===== src/rtl/data_bus_gen.sv =====
// Multi-lane link transmitter/receiver: a TX FSM that drives ordered sets or FIFO data
// onto the lanes, and an RX side that decodes ordered-set ids and queues received bytes.
module data_bus_gen #(
   parameter int LANES    = 2,
   parameter int DW       = 8,
   parameter int OS_LEN   = 4,
   parameter int TX_DEPTH = 8,
   parameter int RX_DEPTH = 8
) (
   input  logic                  fsm_clk,
   input  logic                  rst,
   input  logic [3:0]            d_sel,
   input  logic                  bonded,
   input  logic [DW-1:0]         tl_data_in,
   input  logic                  tl_valid_in,
   output logic                  tl_ready_out,
   output logic [LANES*DW-1:0]   lane_tx,
   output logic                  tx_lanes_on,
   output logic                  os_sent,
   input  logic                  data_os,
   input  logic                  rx_lanes_on,
   input  logic [LANES*DW-1:0]   lane_rx,
   output logic [LANES*4-1:0]    os_in,
   output logic [DW-1:0]         tl_data_out,
   output logic                  tl_valid_out,
   input  logic                  tl_ready_in,
   output logic                  rx_overflow
);

   localparam int TPW = $clog2(TX_DEPTH);
   localparam int TCW = $clog2(TX_DEPTH + 1);
   localparam int RPW = $clog2(RX_DEPTH);
   localparam int RCW = $clog2(RX_DEPTH + 1);
   localparam int OCW = (OS_LEN > 1) ? $clog2(OS_LEN) : 1;

   typedef enum logic [1:0] {S_IDLE, S_OS_SEND, S_OS_DONE, S_DATA} state_t;

   state_t                r_state;
   logic [OCW-1:0]        r_os_cnt;
   logic [3:0]            r_os_id;
   logic [LANES*DW-1:0]   r_lane_tx;
   logic                  r_tx_on;
   logic                  r_os_sent;

   logic [LANES-1:0]      w_lane_en;
   logic [TCW-1:0]        w_tx_act;
   logic [RCW-1:0]        w_rx_act;
   logic [LANES*DW-1:0]   w_os_word;
   logic [LANES*DW-1:0]   w_data_word;

   assign w_lane_en = bonded ? {LANES{1'b1}} : LANES'(1);
   assign w_tx_act  = bonded ? TCW'(LANES) : TCW'(1);
   assign w_rx_act  = bonded ? RCW'(LANES) : RCW'(1);

   logic [DW-1:0]         r_tx_mem [TX_DEPTH];
   logic [TPW-1:0]        r_tx_wr;
   logic [TPW-1:0]        r_tx_rd;
   logic [TCW-1:0]        r_tx_cnt;
   logic                  w_tx_push;
   logic                  w_tx_pop;
   logic [DW-1:0]         w_tx_byte [LANES];

   assign tl_ready_out = (r_tx_cnt < TCW'(TX_DEPTH));
   assign w_tx_push    = tl_valid_in & tl_ready_out;
   assign w_tx_pop     = (r_state == S_DATA) && (d_sel == 4'd8) && (r_tx_cnt >= w_tx_act);

   // Oldest byte goes to lane 0; inactive lanes are forced to zero.
   for (genvar gi = 0; gi < LANES; gi++) begin : g_lane
      assign w_tx_byte[gi]             = r_tx_mem[r_tx_rd + TPW'(gi)];
      assign w_os_word[gi*DW +: DW]    = w_lane_en[gi] ? DW'({4'hF, d_sel}) : '0;
      assign w_data_word[gi*DW +: DW]  = w_lane_en[gi] ? w_tx_byte[gi] : '0;
   end

   always_ff @(posedge fsm_clk) begin
      if (w_tx_push) r_tx_mem[r_tx_wr] <= tl_data_in;
   end

   always_ff @(posedge fsm_clk or negedge rst) begin
      if (!rst) begin
         r_tx_wr  <= '0;
         r_tx_rd  <= '0;
         r_tx_cnt <= '0;
      end else begin
         if (w_tx_push) r_tx_wr <= r_tx_wr + 1'b1;
         if (w_tx_pop)  r_tx_rd <= r_tx_rd + TPW'(w_tx_act);
         r_tx_cnt <= r_tx_cnt + TCW'(w_tx_push) - (w_tx_pop ? w_tx_act : '0);
      end
   end

   // While an OS is in flight d_sel equals the latched id, so w_os_word serves both entry and hold.
   always_ff @(posedge fsm_clk or negedge rst) begin
      if (!rst) begin
         r_state   <= S_IDLE;
         r_os_cnt  <= '0;
         r_os_id   <= '0;
         r_lane_tx <= '0;
         r_tx_on   <= 1'b0;
         r_os_sent <= 1'b0;
      end else begin
         r_os_sent <= 1'b0;
         r_lane_tx <= '0;
         r_tx_on   <= 1'b0;
         case (r_state)
            S_IDLE: begin
               if (d_sel inside {[4'd1:4'd7]}) begin
                  r_state   <= S_OS_SEND;
                  r_os_cnt  <= '0;
                  r_os_id   <= d_sel;
                  r_lane_tx <= w_os_word;
                  r_tx_on   <= 1'b1;
               end else if (d_sel == 4'd8) begin
                  r_state <= S_DATA;
                  r_tx_on <= 1'b1;
               end
            end
            S_OS_SEND: begin
               if (d_sel != r_os_id) begin
                  r_state <= S_IDLE;
               end else if (r_os_cnt == OCW'(OS_LEN - 1)) begin
                  r_state   <= S_OS_DONE;
                  r_os_sent <= 1'b1;
               end else begin
                  r_os_cnt  <= r_os_cnt + 1'b1;
                  r_lane_tx <= w_os_word;
                  r_tx_on   <= 1'b1;
               end
            end
            S_OS_DONE: begin
               if (d_sel != r_os_id) r_state <= S_IDLE;
            end
            S_DATA: begin
               if (d_sel != 4'd8) begin
                  r_state <= S_IDLE;
               end else begin
                  r_tx_on <= 1'b1;
                  if (w_tx_pop) r_lane_tx <= w_data_word;
               end
            end
            default: r_state <= S_IDLE;
         endcase
      end
   end

   assign lane_tx     = r_lane_tx;
   assign tx_lanes_on = r_tx_on;
   assign os_sent     = r_os_sent;

   logic [DW-1:0]         r_rx_mem [RX_DEPTH];
   logic [RPW-1:0]        r_rx_wr;
   logic [RPW-1:0]        r_rx_rd;
   logic [RCW-1:0]        r_rx_cnt;
   logic                  r_rx_ovf;
   logic                  w_rx_grp;
   logic                  w_rx_fit;
   logic                  w_rx_push;
   logic                  w_rx_pop;

   assign w_rx_grp     = rx_lanes_on & data_os;
   assign w_rx_fit     = (RCW'(RX_DEPTH) - r_rx_cnt) >= w_rx_act;
   assign w_rx_push    = w_rx_grp & w_rx_fit;
   assign tl_valid_out = (r_rx_cnt != '0);
   assign tl_data_out  = r_rx_mem[r_rx_rd];
   assign w_rx_pop     = tl_valid_out & tl_ready_in;

   always_ff @(posedge fsm_clk) begin
      if (w_rx_push) begin
         for (int i = 0; i < LANES; i++) begin
            if (w_lane_en[i]) r_rx_mem[r_rx_wr + RPW'(i)] <= lane_rx[i*DW +: DW];
         end
      end
   end

   // A group that does not fit is dropped whole so lane order is never split.
   always_ff @(posedge fsm_clk or negedge rst) begin
      if (!rst) begin
         r_rx_wr  <= '0;
         r_rx_rd  <= '0;
         r_rx_cnt <= '0;
         r_rx_ovf <= 1'b0;
      end else begin
         if (w_rx_push) r_rx_wr <= r_rx_wr + RPW'(w_rx_act);
         if (w_rx_pop)  r_rx_rd <= r_rx_rd + 1'b1;
         r_rx_cnt <= r_rx_cnt + (w_rx_push ? w_rx_act : '0) - RCW'(w_rx_pop);
         if (w_rx_grp && !w_rx_fit) r_rx_ovf <= 1'b1;
      end
   end

   assign rx_overflow = r_rx_ovf;

   for (genvar gi = 0; gi < LANES; gi++) begin : g_os_in
      logic [3:0] r_os_lane;
      always_ff @(posedge fsm_clk or negedge rst) begin
         if (!rst) begin
            r_os_lane <= '0;
         end else if (rx_lanes_on && !data_os && w_lane_en[gi] &&
                      (lane_rx[gi*DW+DW-4 +: 4] == 4'hF)) begin
            r_os_lane <= lane_rx[gi*DW +: 4];
         end
      end
      assign os_in[gi*4 +: 4] = r_os_lane;
   end

endmodule


===== config.mk =====
export PLATFORM = sky130hd
export DESIGN_NAME = data_bus_gen
export DESIGN_NICKNAME = d
export VERILOG_FILES = /design/src/rtl/data_bus_gen.sv
export SDC_FILE = /design/constraint.sdc
export NUM_CORES = 1
export LEC_CHECK = 0
export CAP_MARGIN = 20
export CORE_MARGIN = 3
export CORE_UTILIZATION = 40
export DETAILED_ROUTE_END_ITERATION = 8
export GPL_ROUTABILITY_DRIVEN = 0
export SKIP_LAST_GASP = 1
export SLEW_MARGIN = 5
export SYNTH_ARGS = -nofsm -noshare
export SYNTH_HDL_FRONTEND = slang
export SYNTH_SLANG_ARGS = --single-unit

===== constraint.sdc =====
create_clock -name fsm_clk -period 3.05 [get_ports fsm_clk]
set_input_delay 0.7625 -clock fsm_clk [delete_from_list [all_inputs] [get_ports fsm_clk]]
set_output_delay 0.7625 -clock fsm_clk [all_outputs]
set_load 0.02 [all_outputs]

==> results.md <==
Outcome:
- The flow ran to the end, and the final reports show no timing, DRC or antenna violations.

GRT:
- The first-pass GRT wire length is approximately 33000 µm.
- The aggregate global-route resource usage is 0.1771.
- The sum of overflow across all layers after global routing is 0.
- The initial antenna violation count is 0.
- The number of global-route vias before repair is 5775.
- Entering global routing, the biggest net connects 32 pins.

Synthesis:
- The share of synthesized area in the top cell type comes to 0.4186.
- The number of flip-flops and latches in the synthesized netlist is 183.
- The post-synthesis sequential area ratio is 0.5685.
- The share of async-settable or async-resettable flops after synthesis is 0.3005.
- edfxtp_1 takes more of the synthesized area than any other cell.
- Ranked by total cell area, the synthesized netlist is headed by edfxtp_1, dfrtp_1, mux2_2.
- The synthesized netlist net count is 638.
- The cell with the most instances after synthesis is edfxtp_1.
- The summed instance area of the synthesized netlist is a little over 9000 µm².
- The count of flip-flops with a built-in enable after synthesis is 128.
- The commonest cells after synthesis are edfxtp_1, mux2_2, dfrtp_1.
- Among all flip-flop cells after synthesis, the most frequent one is edfxtp_1.
- Counting every instance in the synthesized netlist gives 574.
- The synthesized area divided by synthesized cell count is 16.00 µm².
- The count of cell types in the netlist is 54.
- For this run, the number of Yosys warnings is 0.

Worst setup path:
- The worst setup slack for register-to-register paths is around 0.38 ns.
- The startpoint class of the critical path is a flop.
- The startpoint identified for the worst register-to-register timing path is r_rx_cnt[0].
- The highest net fanout along the worst path is 8.
- The critical setup path kind is reg -> out.
- Data on the critical path is required at its endpoint by 2.29 ns.
- The capturing element type of the critical path is a primary output.
- The worst-case reg-to-reg path depth is 12.
- Data arrives at the worst endpoint at 2.19 ns.
- The destination of the worst register-to-register timing path is r_rx_cnt[3].

Drt:
- In this run, the number of DRC markers left after iteration 0 of detailed routing was 326.
- The total detailed-routing wirelength is roughly 21000 µm.
- After detailed routing, the number of remaining DRC violations is 0.
- The first TritonRoute pass finished after 4 iterations.
- The number of nets with antenna violations after detailed routing is 0.
- The detailed router placed 5460 vias in this run.
- The average wire per cell in the routed design is between 20 and 25 µm.
- The average via count per standard cell is 5.427.

Timing:
- The clock period minus final worst setup slack is approximately 3 ns.
- The max-slew violation count came to 0.
- The slew at the pin with the worst max-slew slack is 0.7396 ns.
- Headroom to the max-slew limit came out at 0.5069.
- Setup repair after global routing left no endpoint under its margin.
- The final clock skew is 0.008372 ns.
- The hold violation count in the final report is 0.
- Setup violations remaining at the end of the flow were counted as 0.
- The achievable frequency is 338.5 MHz.
- Hold is met by slightly below 0.4 ns.
- Of the available clock period, the critical path in the final layout requires 0.9685.

Die:
- The vertical extent of the die is 157.5 µm.
- The area enclosed by the die boundary is between 20000 and 25000 µm².
- The initial standard-cell utilization of the core is 0.4144.
- The number of placement rows is 54.
- The area of the core region is 22160 µm².
- 72 I/O pins were placed.
- The die extent in x is 157.5 µm.

Power and ir drop:
- The design draws 0.009605 W.
- The cell area power density is ~850 nW/µm².
- Summed over all cells, the static leakage comes to 4.260 nW.
- The peak supply drop is 0.3947 mV.

Clocking:
- The longest clock path from root to sink contains 2 buffers.
- The root buffer cell chosen for the clock tree is clkbuf_16.
- The number of clock buffers added by TritonCTS is 17.
- CTS built an H-tree with a depth of 4.
- The clock tree from TritonCTS is yes.
- Counting every sink on the clock net gives 183.
- The later pin in the worst-skew pair is clocked with a latency of 0.43 ns.
- After clock tree synthesis, the clock-pin slew on the worst setup and hold paths is roughly 0.07 ns.
- Buffers inserted to repair hold after CTS numbered 0.

Run:
- The tool flagged a number of max-cap violations equal to 0.

Placement:
- Once detailed placement completed, the half-perimeter wirelength came to 15100 µm.
- The number of buffers added on ports is 71.
- In this run the cell area measured after placement is about 11000 µm².

Layout:
- The synthesis-to-layout area growth is 23.71%.
- After the last flow step, the layout net total stands at ~780.
- The final design instance area without fill is 11360 µm².
- Once layout is complete, the utilization of the core stands at 0.5126.
- 0 antenna diodes ended up in the layout.
- The filler cell count is between 1500 and 2000.
- The fraction of final layout cells sized beyond drive strength 1 is 0.3581.

Hold path:
- The worst hold path belongs to the class in -> async.
## cell usage in the layout (no fill, tap or decap), types with 8 or more instances in the layout
cell type	synthesis	routed
nand2b_1	11	11
mux2i_1	21	21
buf_4	2	64
nand2_1	17	16
edfxtp_1	128	128
a41o_1	9	9
buf_12	1	8
a21oi_4	8	8
xnor2_1	9	8
clkbuf_16	0	18
inv_1	31	29
o22ai_1	9	9
dlygate4sd2_1	0	9
mux4_2	41	41
dfrtp_1	55	54
mux2_2	92	92
nor2_1	12	12
ha_1	25	24
clkdlybuf4s50_1	0	61
xor2_1	9	9
## how the worst max path moves through the flow
stage / start / endpoint / cells past startpoint
after floorplan: bonded / r_tx_cnt[2] / 14
after global placement: bonded / r_tx_cnt[1] / 13
after detailed placement: bonded / r_tx_cnt[2] / 13
after CTS: r_rx_rd[0] / tl_data_out[4] / 4
after global routing: r_rx_rd[0] / tl_data_out[1] / 4
final: r_rx_rd[0] / tl_data_out[1] / 4
## repair_timing
action | 4_1_cts | 5_1_grt
cloned | 0 | 1
setup endpoints to repair | 11 | 5
pin swaps | 1 | 1
gates resized for setup | 9 | 1
hold endpoints to repair | 0 | 0
setup buffers | 3 | 0
## flip-flops by register name, summed over array words and instances (netlist names)
signal / flops
g_os_in.r_os_lane: 8
lane_tx: 16
os_sent: 1
r_os_cnt: 2
r_os_id: 4
r_rx_cnt: 4
r_rx_mem: 64
r_rx_rd: 3
r_rx_wr: 3
r_state: 2
r_tx_cnt: 4
r_tx_mem: 64
r_tx_rd: 3
r_tx_wr: 3
rx_overflow: 1
tx_lanes_on: 1
## layer usage
layer / track usage / routed length, µm
met1: 0.2207 / 8587
met2: 0.3136 / 11180
met3: 0.03024 / 825
met4: 0.05909 / 383
met5: 0 / 0
## layout make-up
| class | count | area [µm²] | area share |
|---|---|---|---|
| flip-flops and latches | 183 | 5221 | 0.4596 |
| multi-input cells | 336 | 3730 | 0.3283 |
| repair buffers | 144 | 1360 | 0.1197 |
| clock buffers | 21 | 440.4 | 0.03877 |
| well taps | 280 | 350.3 | 0.03084 |
| clock inverters | 11 | 137.6 | 0.01212 |
| inverters | 31 | 120.1 | 0.01057 |
## worst max-delay path, cell delays in order (launching register included)
cell and delay (ns):
dfrtp_2 0.46, buf_12 0.17, mux4_2 0.51, mux2_2 0.30, dlygate4sd2_1 0.33
## through the flow
step	TNS (ns)	setup WS [ns]	cells
floorplan	-0.3981	-0.1090	574
global placement	-28.87	-0.4370	970
detailed placement	-35.55	-0.5021	970
CTS	0	0.01726	1005
global route	0	0.0002331	1006
finish	0	0.09596	1006
## power by group
part	switching, W	internal, W
Combinational	0.00203	0.00193
Clock	0.000956	0.00123
Sequential	0.000317	0.00315
## cells by family after synthesis
| group | count (synthesis) | share of synthesized area |
|---|---|---|
| AOI/OAI and AO/OA | 61 | 0.05832 |
| DFF | 183 | 0.5685 |
| buffers and inverters | 55 | 0.02793 |
| muxes | 154 | 0.2363 |
| xor gates and xnor gates | 19 | 0.02017 |
| and+or+nand+nor | 73 | 0.04606 |
| adders and majority gates | 29 | 0.04279 |
Power figures use the tool's default switching activity.
